## src/rtl/rf_write_arbiter.sv

```systemverilog
// rf_write_arbiter
// Round-robin arbiter sharing the register file write port between the ALU
// writeback (requester 0) and the load/multi-cycle writeback (requester 1).
// The granted write is registered onto the write port, writes to x0 are
// dropped after the handshake, and the in-flight write is forwarded to the
// two decode-stage read ports until the register file commits it.
module rf_write_arbiter #(
    parameter int unsigned DATA_W = 32,
    parameter int unsigned ADDR_W = 5,
    parameter int unsigned CNT_W  = 16
) (
    input  logic              CLK,
    input  logic              RESET,
    input  logic              REQ0_VALID,
    input  logic [ADDR_W-1:0] REQ0_ADDR,
    input  logic [DATA_W-1:0] REQ0_DATA,
    output logic              REQ0_READY,
    input  logic              REQ1_VALID,
    input  logic [ADDR_W-1:0] REQ1_ADDR,
    input  logic [DATA_W-1:0] REQ1_DATA,
    output logic              REQ1_READY,
    output logic              RF_WRITE,
    output logic [ADDR_W-1:0] RF_INADDRESS,
    output logic [DATA_W-1:0] RF_IN,
    input  logic [ADDR_W-1:0] RD1_ADDR,
    input  logic [ADDR_W-1:0] RD2_ADDR,
    output logic              FWD1_HIT,
    output logic [DATA_W-1:0] FWD1_DATA,
    output logic              FWD2_HIT,
    output logic [DATA_W-1:0] FWD2_DATA,
    output logic [CNT_W-1:0]  CONFLICT_CNT
);

    // Which requester wins when both are valid.
    typedef enum logic {
        PRI_REQ0 = 1'b0,
        PRI_REQ1 = 1'b1
    } pri_t;

    pri_t              r_pri;
    logic              r_rf_write;
    logic [ADDR_W-1:0] r_rf_addr;
    logic [DATA_W-1:0] r_rf_data;
    logic [CNT_W-1:0]  r_conflict_cnt;

    logic              w_ready0;
    logic              w_ready1;
    logic              w_xfer;
    logic              w_both;
    logic [ADDR_W-1:0] w_sel_addr;
    logic [DATA_W-1:0] w_sel_data;
    logic              w_commit;
    logic              w_fwd1_hit;
    logic              w_fwd2_hit;

    // Grant: a lone valid requester wins, ties go to the priority pointer;
    // nothing is granted while RESET is high.
    always_comb begin
        w_both     = REQ0_VALID & REQ1_VALID;
        w_ready0   = ~RESET & REQ0_VALID & (~REQ1_VALID | (r_pri == PRI_REQ0));
        w_ready1   = ~RESET & REQ1_VALID & (~REQ0_VALID | (r_pri == PRI_REQ1));
        w_xfer     = w_ready0 | w_ready1;
        w_sel_addr = w_ready1 ? REQ1_ADDR : REQ0_ADDR;
        w_sel_data = w_ready1 ? REQ1_DATA : REQ0_DATA;
        // x0 writes still complete the handshake but never reach the port.
        w_commit   = w_xfer & (w_sel_addr != '0);
    end

    // Forward the in-flight write; RF_INADDRESS is never 0 while RF_WRITE is
    // high, so a read of x0 cannot hit.
    always_comb begin
        w_fwd1_hit = r_rf_write & (RD1_ADDR == r_rf_addr);
        w_fwd2_hit = r_rf_write & (RD2_ADDR == r_rf_addr);
    end

    // Priority pointer, registered write port and saturating conflict counter.
    always_ff @(posedge CLK) begin
        if (RESET) begin
            r_pri          <= PRI_REQ0;
            r_rf_write     <= 1'b0;
            r_rf_addr      <= '0;
            r_rf_data      <= '0;
            r_conflict_cnt <= '0;
        end else begin
            if (w_ready0) begin
                r_pri <= PRI_REQ1;
            end else if (w_ready1) begin
                r_pri <= PRI_REQ0;
            end
            r_rf_write <= w_commit;
            if (w_commit) begin
                r_rf_addr <= w_sel_addr;
                r_rf_data <= w_sel_data;
            end
            if (w_both && (r_conflict_cnt != '1)) begin
                r_conflict_cnt <= r_conflict_cnt + 1'b1;
            end
        end
    end

    assign REQ0_READY   = w_ready0;
    assign REQ1_READY   = w_ready1;
    assign RF_WRITE     = r_rf_write;
    assign RF_INADDRESS = r_rf_addr;
    assign RF_IN        = r_rf_data;
    assign FWD1_HIT     = w_fwd1_hit;
    assign FWD1_DATA    = w_fwd1_hit ? r_rf_data : '0;
    assign FWD2_HIT     = w_fwd2_hit;
    assign FWD2_DATA    = w_fwd2_hit ? r_rf_data : '0;
    assign CONFLICT_CNT = r_conflict_cnt;

endmodule

```

## config.mk

```make
export PLATFORM = sky130hd
export DESIGN_NAME = rf_write_arbiter
export DESIGN_NICKNAME = d
export VERILOG_FILES = /design/src/rtl/rf_write_arbiter.sv
export SDC_FILE = /design/constraint.sdc
export NUM_CORES = 1
export LEC_CHECK = 0
export CORE_MARGIN = 2
export CORE_UTILIZATION = 38
export DETAILED_ROUTE_END_ITERATION = 7
export PLACE_DENSITY = 0.81
export SYNTH_ARGS = -nofsm -noshare
export SYNTH_HDL_FRONTEND = slang
export SYNTH_SLANG_ARGS = --single-unit
```

## constraint.sdc

```tcl
create_clock -name CLK -period 2.7 [get_ports CLK]
set_input_delay 0.54 -clock CLK [delete_from_list [all_inputs] [get_ports CLK]]
set_output_delay 0.54 -clock CLK [all_outputs]
set_load 0.01 [all_outputs]
```

==> results list <==
* Via count: between 3000 and 4000
- Clock tree root driver cell: sky130_fd_sc_hd__clkbuf_8
* Arrival time of the worst setup path: between 2 and 2.5 ns
* GR Util met1: 0.287
- Number of buffers between clock root and the deepest sink: 2
* Utilization after layout: 0.660
- GRT Residual Overflow: 0
- In this design, the critical path's most frequently occurring cell is sky130_fd_sc_hd__dlygate4sd2_1.
* DIE WIDTH: 98.7 um
- I/O pin total: 210
- The worst setup path is captured at an output port.
- Entering global routing, the biggest net connects between 50 and 60 pins.
- In this run the vertical extent of the chip is just under 100 um.
- Global Route Usage Sum: 0.254
* Number of global-route vias before repair: 3828
- The total count of max-transition violations in the final report came to 0.
- Biggest area consumer among synthesized cells: sky130_fd_sc_hd__dfxtp_1
- Share of Yosys cell area claimed by the top area cell type: 0.323
- The analysis attributes to cell leakage a power of 2.71 nW.
- Violation count after the first detailed-routing iteration: approximately 160
- Dividing the synthesized area by the synthesized cell count gives between 8 and 9 sq um.
- Worst vdd ir: 0.000241 V
- Leading cell types in the layout, fill and taps excluded: sky130_fd_sc_hd__clkdlybuf4s50_1 (133), sky130_fd_sc_hd__mux2i_1 (67), sky130_fd_sc_hd__and2_1 (62)
- FF+latch count, synth: 55
- Worst Tran Pin Value: 0.781 ns
- Core area: a little under 9000 sq um
* Count of distinct cell types in the synthesized netlist: 42
- For met2 alone, demand over resource in global routing was 0.480.
* Worst Hold Slack: 0.509 ns
- Standard cell area after detailed placement: around 5700 sq um
- Effective utilization at floorplan: 0.391
- Clk sink count: 55
* Total power after layout: roughly 0.0021 W
* Busiest grt layer: met2
- Share of the yosys chip area belonging to registers: 0.323
- Dividing total power by cell area gives a power density of roughly 360 nW/um^2.
- Among cell families on the critical path, the largest total delay comes from simple AND/OR/NAND/NOR gates.
- Cell with the largest stage delay on the worst path: sky130_fd_sc_hd__nor4_2
* Clock tree from TritonCTS: yes
- Initial DRT Pass Iterations: 4
- Global-route wire length before repair: slightly below 20 mm
* Startpoint type of the worst setup path: primary input
- The number of hold-slack violations in the final timing report was 0.
- Before CTS, the worst setup slack after placement is -0.497 ns.
* Required time of the critical path: between 2 and 2.5 ns
- Together, buffers and inverters on the worst path number 3.
- Status: finished clean
- Period utilisation layout: 0.972
- Avg Vias per Cell: 5.15
* Commonest non-fill, non-tap cell in the layout: sky130_fd_sc_hd__clkdlybuf4s50_1
- Post-synth net total: a little under 500
* Mapped Cells: between 300 and 400
* Finished Cell Area: about 5800 sq um
- Number of nets in the layout: roughly 700
- Cell types occupying the most area after synthesis: sky130_fd_sc_hd__dfxtp_1 (32%), sky130_fd_sc_hd__mux2i_1 (20%), sky130_fd_sc_hd__and2_1 (12%)
- F_max: between 300 and 400 MHz
- The die covers 9750 sq um.
- In this run the worst path has a maximum fanout of 6.
* Post-detailed-route DRC marker count: 0
* Number of flops mapped to enable cells by yosys: 0
- In this run the tightest slew margin relative to its limit is 0.474.
* Row Count: 34
- Final weighted congestion in routability-driven placement: 0.853
- Routing usage on met3: 0.0716
- In the synthesized netlist the async set-or-reset flop fraction comes to 0.
- In the final layout, flip-flops and latches occupy roughly 1100 sq um.
- Of the cells placed in the final design, the portion with a size suffix greater than 1 is 0.162.
- Multi-input logic area: between 2000 and 2500 sq um
* Antenna Violating Nets Remaining: 0
- Number of antenna violations at the first check in global routing: 0
- The routed design has 12.4 mm of wire.
- For the final database, setup skew stands at roughly 0.012 ns.
- IO Port Bufs: between 200 and 250
* Worst Setup Slack, final: about 0.075 ns
* Antenna fix cells: 0
* Layout-stage area growth over the synthesis result: 68.9%
- Detailed placement finished with a half-perimeter wire length of between 9 and 10 mm.
- H-tree Lvls: 2
- Clock latency on the worst-skew pair: 0.31 ns
- CTS Hold Bufs: 0
- The worst setup path is of the primary input to output port kind.
- Final-layout fill cell count: 763
- For this run, the leading register cell type out of synthesis is sky130_fd_sc_hd__dfxtp_1.
- Yosys warning total: 0
* Delay of the slowest cell on the worst path: 0.33 ns
* CP cell instances: dlygate4sd2_1, xor2_1, nor4_2, and3_4, buf_6, and2_1, dlygate4sd2_1
* Wire per inst: approximately 17 um
- Total standard cell area after synthesis: around 3400 sq um
- Final setup violation count: 0
- Number of buffers added by the clock tree synthesis step: 5
- Clock-pin slew was measured on the worst setup and hold paths at ~0.10 ns.
* Setup repair after global routing missed its margin: false
* Clock period minus final worst setup slack: about 2.6 ns
- Max-cap violations in this run came to 0.
* Tightest Hold Check Type: flip-flop to flip-flop
report_power, final:
part           switching, W  total, W  internal (W)  leakage [nW]
Clock              0.000285  0.000567      0.000282        0.0587
Sequential        0.0000770  0.000952      0.000875         0.455
Combinational      0.000213  0.000552      0.000340          2.20
Total              0.000575   0.00207       0.00150          2.71
sequential cells by signal (all words and copies together), names as in the netlist:
signal and cells:
r_pri 1, CONFLICT_CNT 16, RF_WRITE 1, RF_INADDRESS 5, RF_IN 32
cells by family (layout without fill, tap and decap cells):
kind of cell | count (synthesis) | in the layout | synth area share
mux | 69 | 69 | 0.203
fa+ha+maj | 1 | 1 | 0.00367
compound gates | 42 | 42 | 0.0822
simple gates | 184 | 184 | 0.322
xor+xnor | 10 | 10 | 0.0257
flops | 55 | 55 | 0.323
buf+inv | 32 | 249 | 0.0404
metrics by stage:
stage	instances	setup TNS (ns)
3_3_place_gp	702	-29.43
5_1_grt	718	0
2_1_floorplan	393	0
6_report	718	0
3_5_place_dp	702	-29.29
4_1_cts	719	0
synthesized netlist by cell type, types with 8 or more instances:
library cell,count
sky130_fd_sc_hd__nor3_1,9
sky130_fd_sc_hd__nor4_1,8
sky130_fd_sc_hd__nor2_1,11
sky130_fd_sc_hd__inv_1,10
sky130_fd_sc_hd__mux2i_1,67
sky130_fd_sc_hd__clkbuf_1,14
sky130_fd_sc_hd__dfxtp_1,55
sky130_fd_sc_hd__and2_1,64
sky130_fd_sc_hd__a21oi_1,13
sky130_fd_sc_hd__o21ai_0,8
sky130_fd_sc_hd__nand2b_1,41
sky130_fd_sc_hd__xor2_1,8
sky130_fd_sc_hd__nand2_1,12
sky130_fd_sc_hd__nand3_1,8
tightest hold or removal path: stages, from the launching register on:
cell                       delay (ns)
sky130_fd_sc_hd__dfxtp_1         0.34
sky130_fd_sc_hd__nand2b_1        0.07
sky130_fd_sc_hd__a21oi_1         0.06
metal layers:
layer  wire length (um)  share of wire
met1               4740           0.38
met2               6520           0.53
met3                955          0.077
met4                157          0.013
met5                  0              0
area by class of cell:
cell class / count / share of cell area
Multi-Input combinational cell: 306 / 0.384
Timing Repair Buffer: 231 / 0.375
Sequential cell: 55 / 0.191
Tap cell: 108 / 0.0235
Clock buffer: 5 / 0.0120
Clock inverter: 3 / 0.00826
Inverter: 10 / 0.00652
path summary, 6_finish.rpt:
check                                                   from  slack (ns)  depth (start not counted)                       endpoint
worst max-delay path                             RD2_ADDR[1]        0.07                          7                   FWD2_DATA[4]
worst min-delay path                      r_pri$_SDFFE_PP0P_        0.51                          2             r_pri$_SDFFE_PP0P_
worst max register to register  CONFLICT_CNT[0]$_SDFFE_PP0P_        0.64                          5  CONFLICT_CNT[14]$_SDFFE_PP0P_
worst min register to register            r_pri$_SDFFE_PP0P_        0.51                          2             r_pri$_SDFFE_PP0P_
timing repair:
action / 4_1_cts / 5_1_grt
setup buffers: 4 / 0
cloned: 5 / 0
endpoints found under the hold margin: 0 / 0
pin swaps: 4 / 2
gates resized for setup: 232 / 13
endpoints found under the setup margin: 66 / 21
(Power assumes the default switching activity.)
